[src/rtl/ex_mem_stage.sv]
// Execute stage of the P5 MIPS pipeline: immediate build, ALU, write-back decode
// and the EX/MEM pipeline register with flush/stall handling.
module ex_mem_stage #(
  parameter logic [31:0] RESET_PC = 32'h0000_3000
) (
  input  logic        clk,
  input  logic        reset,
  input  logic        stall,
  input  logic        flush,
  input  logic [31:0] ins_e,
  input  logic [31:0] pc_e,
  input  logic [31:0] rs_val,
  input  logic [31:0] rt_val,
  input  logic [2:0]  alu_op,
  input  logic        alu_type,
  output logic [31:0] ins_m,
  output logic [31:0] pc_m,
  output logic [31:0] alu_out_m,
  output logic [31:0] rt_m,
  output logic [4:0]  wr_addr_m,
  output logic        reg_we_m
);

  localparam logic [5:0] OPC_RTYPE = 6'b000000;
  localparam logic [5:0] OPC_ORI   = 6'b001101;
  localparam logic [5:0] OPC_LUI   = 6'b001111;
  localparam logic [5:0] OPC_LW    = 6'b100011;
  localparam logic [5:0] FN_ADDU   = 6'b100001;
  localparam logic [5:0] FN_SUBU   = 6'b100011;

  logic [15:0] imm;
  logic [31:0] b_operand;
  logic [31:0] alu_result;
  logic [4:0]  wr_addr;
  logic        reg_we;

  logic [31:0] ins_d, pc_d, alu_out_d, rt_d;
  logic [4:0]  wr_addr_d;
  logic        reg_we_d;
  logic [31:0] ins_q, pc_q, alu_out_q, rt_q;
  logic [4:0]  wr_addr_q;
  logic        reg_we_q;

  assign imm = ins_e[15:0];

  // ori is the only immediate consumer that wants zero extension
  always_comb begin
    b_operand = rt_val;
    if (alu_type) begin
      if (alu_op == 3'd2) b_operand = {16'h0000, imm};
      else                b_operand = {{16{imm[15]}}, imm};
    end
  end

  always_comb begin
    alu_result = 32'h0;
    case (alu_op)
      3'd0:    alu_result = rs_val + b_operand;
      3'd1:    alu_result = rs_val - b_operand;
      3'd2:    alu_result = rs_val | b_operand;
      3'd3:    alu_result = {imm, 16'h0000};
      default: alu_result = 32'h0;
    endcase
  end

  always_comb begin
    wr_addr = 5'd0;
    if (ins_e[31:26] == OPC_RTYPE &&
        (ins_e[5:0] == FN_ADDU || ins_e[5:0] == FN_SUBU)) begin
      wr_addr = ins_e[15:11];
    end else if (ins_e[31:26] == OPC_ORI || ins_e[31:26] == OPC_LUI ||
                 ins_e[31:26] == OPC_LW) begin
      wr_addr = ins_e[20:16];
    end
    // writes to $0 are discarded, so they never raise the enable
    reg_we = (wr_addr != 5'd0);
  end

  always_comb begin
    ins_d     = ins_q;
    pc_d      = pc_q;
    alu_out_d = alu_out_q;
    rt_d      = rt_q;
    wr_addr_d = wr_addr_q;
    reg_we_d  = reg_we_q;
    if (flush) begin
      ins_d     = 32'h0;
      pc_d      = RESET_PC;
      alu_out_d = 32'h0;
      rt_d      = 32'h0;
      wr_addr_d = 5'd0;
      reg_we_d  = 1'b0;
    end else if (!stall) begin
      ins_d     = ins_e;
      pc_d      = pc_e;
      alu_out_d = alu_result;
      rt_d      = rt_val;
      wr_addr_d = wr_addr;
      reg_we_d  = reg_we;
    end
  end

  always_ff @(posedge clk or posedge reset) begin
    if (reset) begin
      ins_q     <= 32'h0;
      pc_q      <= RESET_PC;
      alu_out_q <= 32'h0;
      rt_q      <= 32'h0;
      wr_addr_q <= 5'd0;
      reg_we_q  <= 1'b0;
    end else begin
      ins_q     <= ins_d;
      pc_q      <= pc_d;
      alu_out_q <= alu_out_d;
      rt_q      <= rt_d;
      wr_addr_q <= wr_addr_d;
      reg_we_q  <= reg_we_d;
    end
  end

  assign ins_m     = ins_q;
  assign pc_m      = pc_q;
  assign alu_out_m = alu_out_q;
  assign rt_m      = rt_q;
  assign wr_addr_m = wr_addr_q;
  assign reg_we_m  = reg_we_q;

endmodule

[config.mk]
export PLATFORM = sky130hd
export DESIGN_NAME = ex_mem_stage
export DESIGN_NICKNAME = d
export VERILOG_FILES = /design/src/rtl/ex_mem_stage.sv
export SDC_FILE = /design/constraint.sdc
export NUM_CORES = 1
export LEC_CHECK = 0
export ABC_AREA = 1
export CORE_MARGIN = 3
export CORE_UTILIZATION = 31
export DETAILED_ROUTE_END_ITERATION = 8
export DONT_BUFFER_PORTS = 1
export GPL_ROUTABILITY_DRIVEN = 0
export PLACE_DENSITY = 0.42
export SYNTH_ARGS = -nofsm -noshare
export SYNTH_HDL_FRONTEND = slang
export SYNTH_SLANG_ARGS = --single-unit
export TNS_END_PERCENT = 20
[constraint.sdc]
create_clock -name clk -period 11 [get_ports clk]
set_input_delay 3.3 -clock clk [delete_from_list [all_inputs] [get_ports clk]]
set_output_delay 3.3 -clock clk [all_outputs]
set_load 0.05 [all_outputs]
# After elaboration in Yosys (flattened, before gate mapping)
# Index checks and enable logic that the tools add are counted.
# Widths: inputs -> output; s select.
[totals]
regBits = 134
input_bits = 136
word_cells = 42
[classes]
add_sub_neg = 2
eq_ne = 9
mux = 17
n_bitwise = 1
reduce_logical = 7
[ops]
columns = ["op", "n"]
rows = [
  ["$mux 32", 10],
  ["$pmux 32 s4", 1],
  ["$add 32x32->32", 1],
  ["$or 32x32->32", 1],
  ["$sub 32x32->32", 1],
  ["$mux 5", 4],
  ["$eq 6x6->1 const B", 3],
  ["$eq 6x4->1 const B", 2],
  ["$eq 3x2->1 const B", 2],
  ["$logic_not 6->1", 1],
  ["$reduce_bool 5->1", 1],
  ["$eq 3x1->1 const B", 1],
  ["$logic_not 3->1", 1],
  ["$logic_or 1x1->1", 3],
  ["$mux 1", 2],
  ["$ne 2x1->1 const B", 1],
  ["$logic_and 1x1->1", 1],
]

# Longest topological paths before layout
[depth]
depth_word = 8
mapped_depth = 30
mapped_depth_nobuf = 30

# Least setup slack after synthesis
# Ideal clock, no wire load.
[synth_timing]
kind = "input port to flip-flop"
from = "input alu_type"
to = "register alu_out_q[25], in the netlist alu_out_m[25]"
setup_time_ns = 0.118
arrival_time_ns = 6.251
required_time_ns = 10.882
setup_slack_ns = 4.632
cell_stages = 26
n_path_buf = 1
path_cell_list = "buf_4 o21a_1 inv_1 ha_1 inv_1 nor3_2 nand2_1 nor2_2 nand2_2 nor2_2 nand2_1 o21ai_2 o21ai_2 xnor2_1 ha_1 nand2_1 nand2_1 a31oi_1 nand2_1 nor2_1 o21ai_0 or2_2 nand3_1 nand2_1 nand2_1 nand2_1"
[synth_between]
elab_chain_cells = 5
elab_cells_between_ends = 7
[synth_lines]
columns = ["item", "line_no", "text"]
rows = [
  ["start, declared", "15", "input logic alu_type,"],
  ["$mux 32 *", "49", "if (alu_type) begin"],
  ["$sub 32x32->32 (tied with other cells)", "59", "3'd1: alu_result = rs_val - b_operand;"],
  ["$pmux 32 s4 *", "57", "case (alu_op)"],
  ["$mux 32 *", "93", "end else if (!stall) begin"],
  ["$mux 32 *", "86", "if (flush) begin"],
  ["end signal, assigned", "114", "alu_out_q <= alu_out_d;"],
  ["end, declared", "40", "logic [31:0] ins_q, pc_q, alu_out_q, rt_q;"],
]
# Mark *: on every way between the ends. The rest lies on a longest branch, timed or not. The select of a mux whose other input is x is not followed.
# A chain may end at the register's enable or synchronous reset.

# Worst setup path after layout
[layout_timing]
from = "input ins_e[0]"
to = "register alu_out_q[25], in the netlist alu_out_m[25]"
[layout_between]
elab_chain_cells = 6
elab_cells_between_ends = 7
[layout_lines]
columns = ["item", "line_no", "text"]
rows = [
  ["start, declared", "10", "input logic [31:0] ins_e,"],
  ["$mux 32 *", "50", "if (alu_op == 3'd2) b_operand = {16'h0000, imm};"],
  ["$mux 32 *", "49", ""],
  ["$sub 32x32->32 or $add 32x32->32 (tied branches)", "59, 58", ""],
  ["$pmux 32 s4 *", "57", ""],
  ["$mux 32 *", "93", ""],
  ["$mux 32 *", "86", ""],
]
# Marked as above.

==> impl_results.md <==
- Max frequency: about 0.15 GHz
- Nets: 1310
- Avg Inst Size Synth: 7.37 um2
- Row count: 60
- Minimum clock period: 6.50 ns
- IO buf count: 0
- Measured slew at the worst slew-check pin: 1.02 ns
- Core Region: around 27000 um2
- DRC viols: 0
- Post-synth top area share: 0.388
- Yosys warns: 0
- Gr usage total: 0.210
- DR pass1 iterations: 5
- Boundary Pins: 270
- Via count: 7682
- CP endpoint kind: flip-flop
- Synth async-reset ratio: 1.00
- Final Routed Wirelength: 32.2 mm
- Distinct cells, synth: 42
- Top cell by count, worst path: nand2_1
- Placed Area: approximately 8800 um2
- Crit path max-delay family: simple AND/OR/NAND/NOR gates
- Final Max Tran Viols: 0
- CP arrival: about 6.8 ns
- Crit start category: primary input
- Worst-path clk slew: 0.07 ns
- Die area: approximately 30000 um2
- CP Class: in -> reg
- Share of cells above drive strength 1: 0.0590
- Yosys top cell by area: dfrtp_1
- Initial antenna violation count: 0
- P&R area growth vs syn: 10.8%
- Post-route cell area: 9430 um2
- DRT antenna net count: 0
- Min-Delay Path Depth: 2
- Worst r2r path cells: 2
- Post-synth top flop: dfrtp_1
- Vias in the first global route: 7479
- Synthesized area: about 8500 um2
- Die H: between 150 and 200 um
- Relative slew slack: 0.323
- Maxcap violations: 0
- Wire length per cell: 21.6 um
- Period utilization: 0.591
- Initial core utilization: 0.316
- N_diodes: 0
- PwrDens: ~160 nW/um2
- RSZ-0062 raised after global routing: no
- Most common cell in the netlist: nand2_1
- Final setup viols: 0
- # Post-CTS Setup Buffers: 0
- Status: finished clean
- Fin. Hold Viols: 0
- Setup TNS: 0 ns
- Synth area leaders: dfrtp_1, nand2_1, o21ai_0, a22o_1, ha_1
- Die Wd: 172 um
- Sequential-to-total area share from yosys stat: 0.394
- Total power: 1.53 mW
- TritonCTS buffer count: 17
- Cell count after synthesis: 1156
- CTS HTree Levels: 4
- Bufs and invs on worst path: 3
- Leakage: 4.65 nW
- Peak supply drop: roughly 0.1 mV
- Worst hold path class: reg -> reg
- Req. time, crit path: 11.32 ns
- Syn_nets: about 1300
- CP Depth: 27
- Synth top cells by count: nand2_1, dfrtp_1, o21ai_0
- Largest net degree at the start of global routing: 78
- CP Max Fanout: 7
- Grt ovf: 0
- CTS max path bufs: 2
- CTS tree: done
- Final HPWL from detailed placement: about 25 mm
- Dpl ws: 4.07 ns
- Vias per inst: 5.14
- CTS Root Cell: clkbuf_16
- Post-CTS sizing: 0
- Crit-path max cell delay: 0.38 ns
- Hold Buf Count CTS: 0
- CTS Sinks: between 100 and 150
- Critical-path top delay cell: ha_1
- First-pass GRT wire length: 46.8 mm
- Worst Setup Slack, final: 4.50 ns
- Layout Skew: 0 ns
- Post-synth EDFFs: 0
- Yosys reg bits: 134
- Clk_lat worst skew: 0.41 ns
- Iteration-0 DRC count of the detailed router: between 600 and 700
final cells by class:
class	instances	area, um2
inverter	114	433
tap	341	427
sequential	134	3360
clock buffer	17	425
timing repair buffer	7	52.6
clock inverter	15	183
multi-input combinational	866	4560
fill	2908	17500
flip-flops by register name (all words and copies together), names as in the netlist:
register and cells:
reg_we_m 1, pc_m 32, alu_out_m 32, wr_addr_m 5
rt_m 32, ins_m 32
routing by layer:
metal	routed length [um]	part of all wire	GRT usage	vias up
met1	14500	0.45	0.286	3612
li1	-	-	-	3812
met2	14800	0.46	0.330	232
met3	2350	0.073	0.0650	26
met5	0	0	0	-
met4	507	0.016	0.0482	0
final timing paths:
check                                      from                        end  slack (ns)
setup / recovery                       ins_e[0]  alu_out_m[25]$_DFFE_PP0P_        4.50
hold / removal             pc_m[13]$_DFFE_PP1P_       pc_m[13]$_DFFE_PP1P_        0.63
setup reg to reg           reg_we_m$_DFFE_PP0P_       reg_we_m$_DFFE_PP0P_        9.90
hold reg to reg            pc_m[13]$_DFFE_PP1P_       pc_m[13]$_DFFE_PP1P_        0.63
max in group asynchronous                 reset  alu_out_m[19]$_DFFE_PP0P_        6.78
min in group asynchronous                 reset       pc_m[11]$_DFFE_PP0P_        2.79
power by group:
part	switching [mW]	total [mW]	internal, mW
clock	0.265	0.610	0.345
sequential	0.108	0.623	0.515
combinational	0.205	0.300	0.0952
cells by family (layout without fill, tap and decap cells):
group           count (synthesis)  in the layout  synth area share
simple gates                  529            529             0.252
fa+ha+maj                      34             34            0.0508
compound gates                273            273             0.200
buf+inv                       156            153            0.0729
xor+xnor                       30             30            0.0309
flops                         134            134             0.394
layout by cell type (no fill, tap or decap), drive strengths merged:
master / n
a211oi: 1
a21boi: 1
a21o: 2
a21oi: 40
a22o: 64
a22oi: 2
a31oi: 2
and2: 1
buf: 7
bufinv: 2
clkbuf: 17
clkinv: 1
clkinvlp: 3
dfrtp: 132
dfstp: 2
fa: 1
ha: 33
inv: 123
nand2: 350
nand3: 50
nand3b: 1
nand4: 10
nor2: 92
nor3: 16
nor4: 4
o211a: 1
o211ai: 6
o21a: 6
o21ai: 142
o21bai: 4
o31ai: 2
or2: 5
xnor2: 6
xor2: 24
worst reg2reg max path: cells and delay by family, from the launching register on:
family | cells | cell delay, ns
AO/OA/AOI/OAI | 2 | 0.39
flip-flops | 1 | 0.57
through the flow:
| step | instances | utilization | hold slack, ns |
|---|---|---|---|
| 6_report | 1494 | 0.350 | 0.631 |
| 5_1_grt | 1494 | 0.350 | 0.660 |
| 4_1_cts | 1494 | 0.350 | 0.635 |
| 3_5_place_dp | 1462 | 0.327 | 0.622 |
| 3_3_place_gp | 1462 | 0.327 | 0.623 |
| 2_1_floorplan | 1156 | - | 0.604 |
Note: power is estimated with default switching activity, not from simulation.
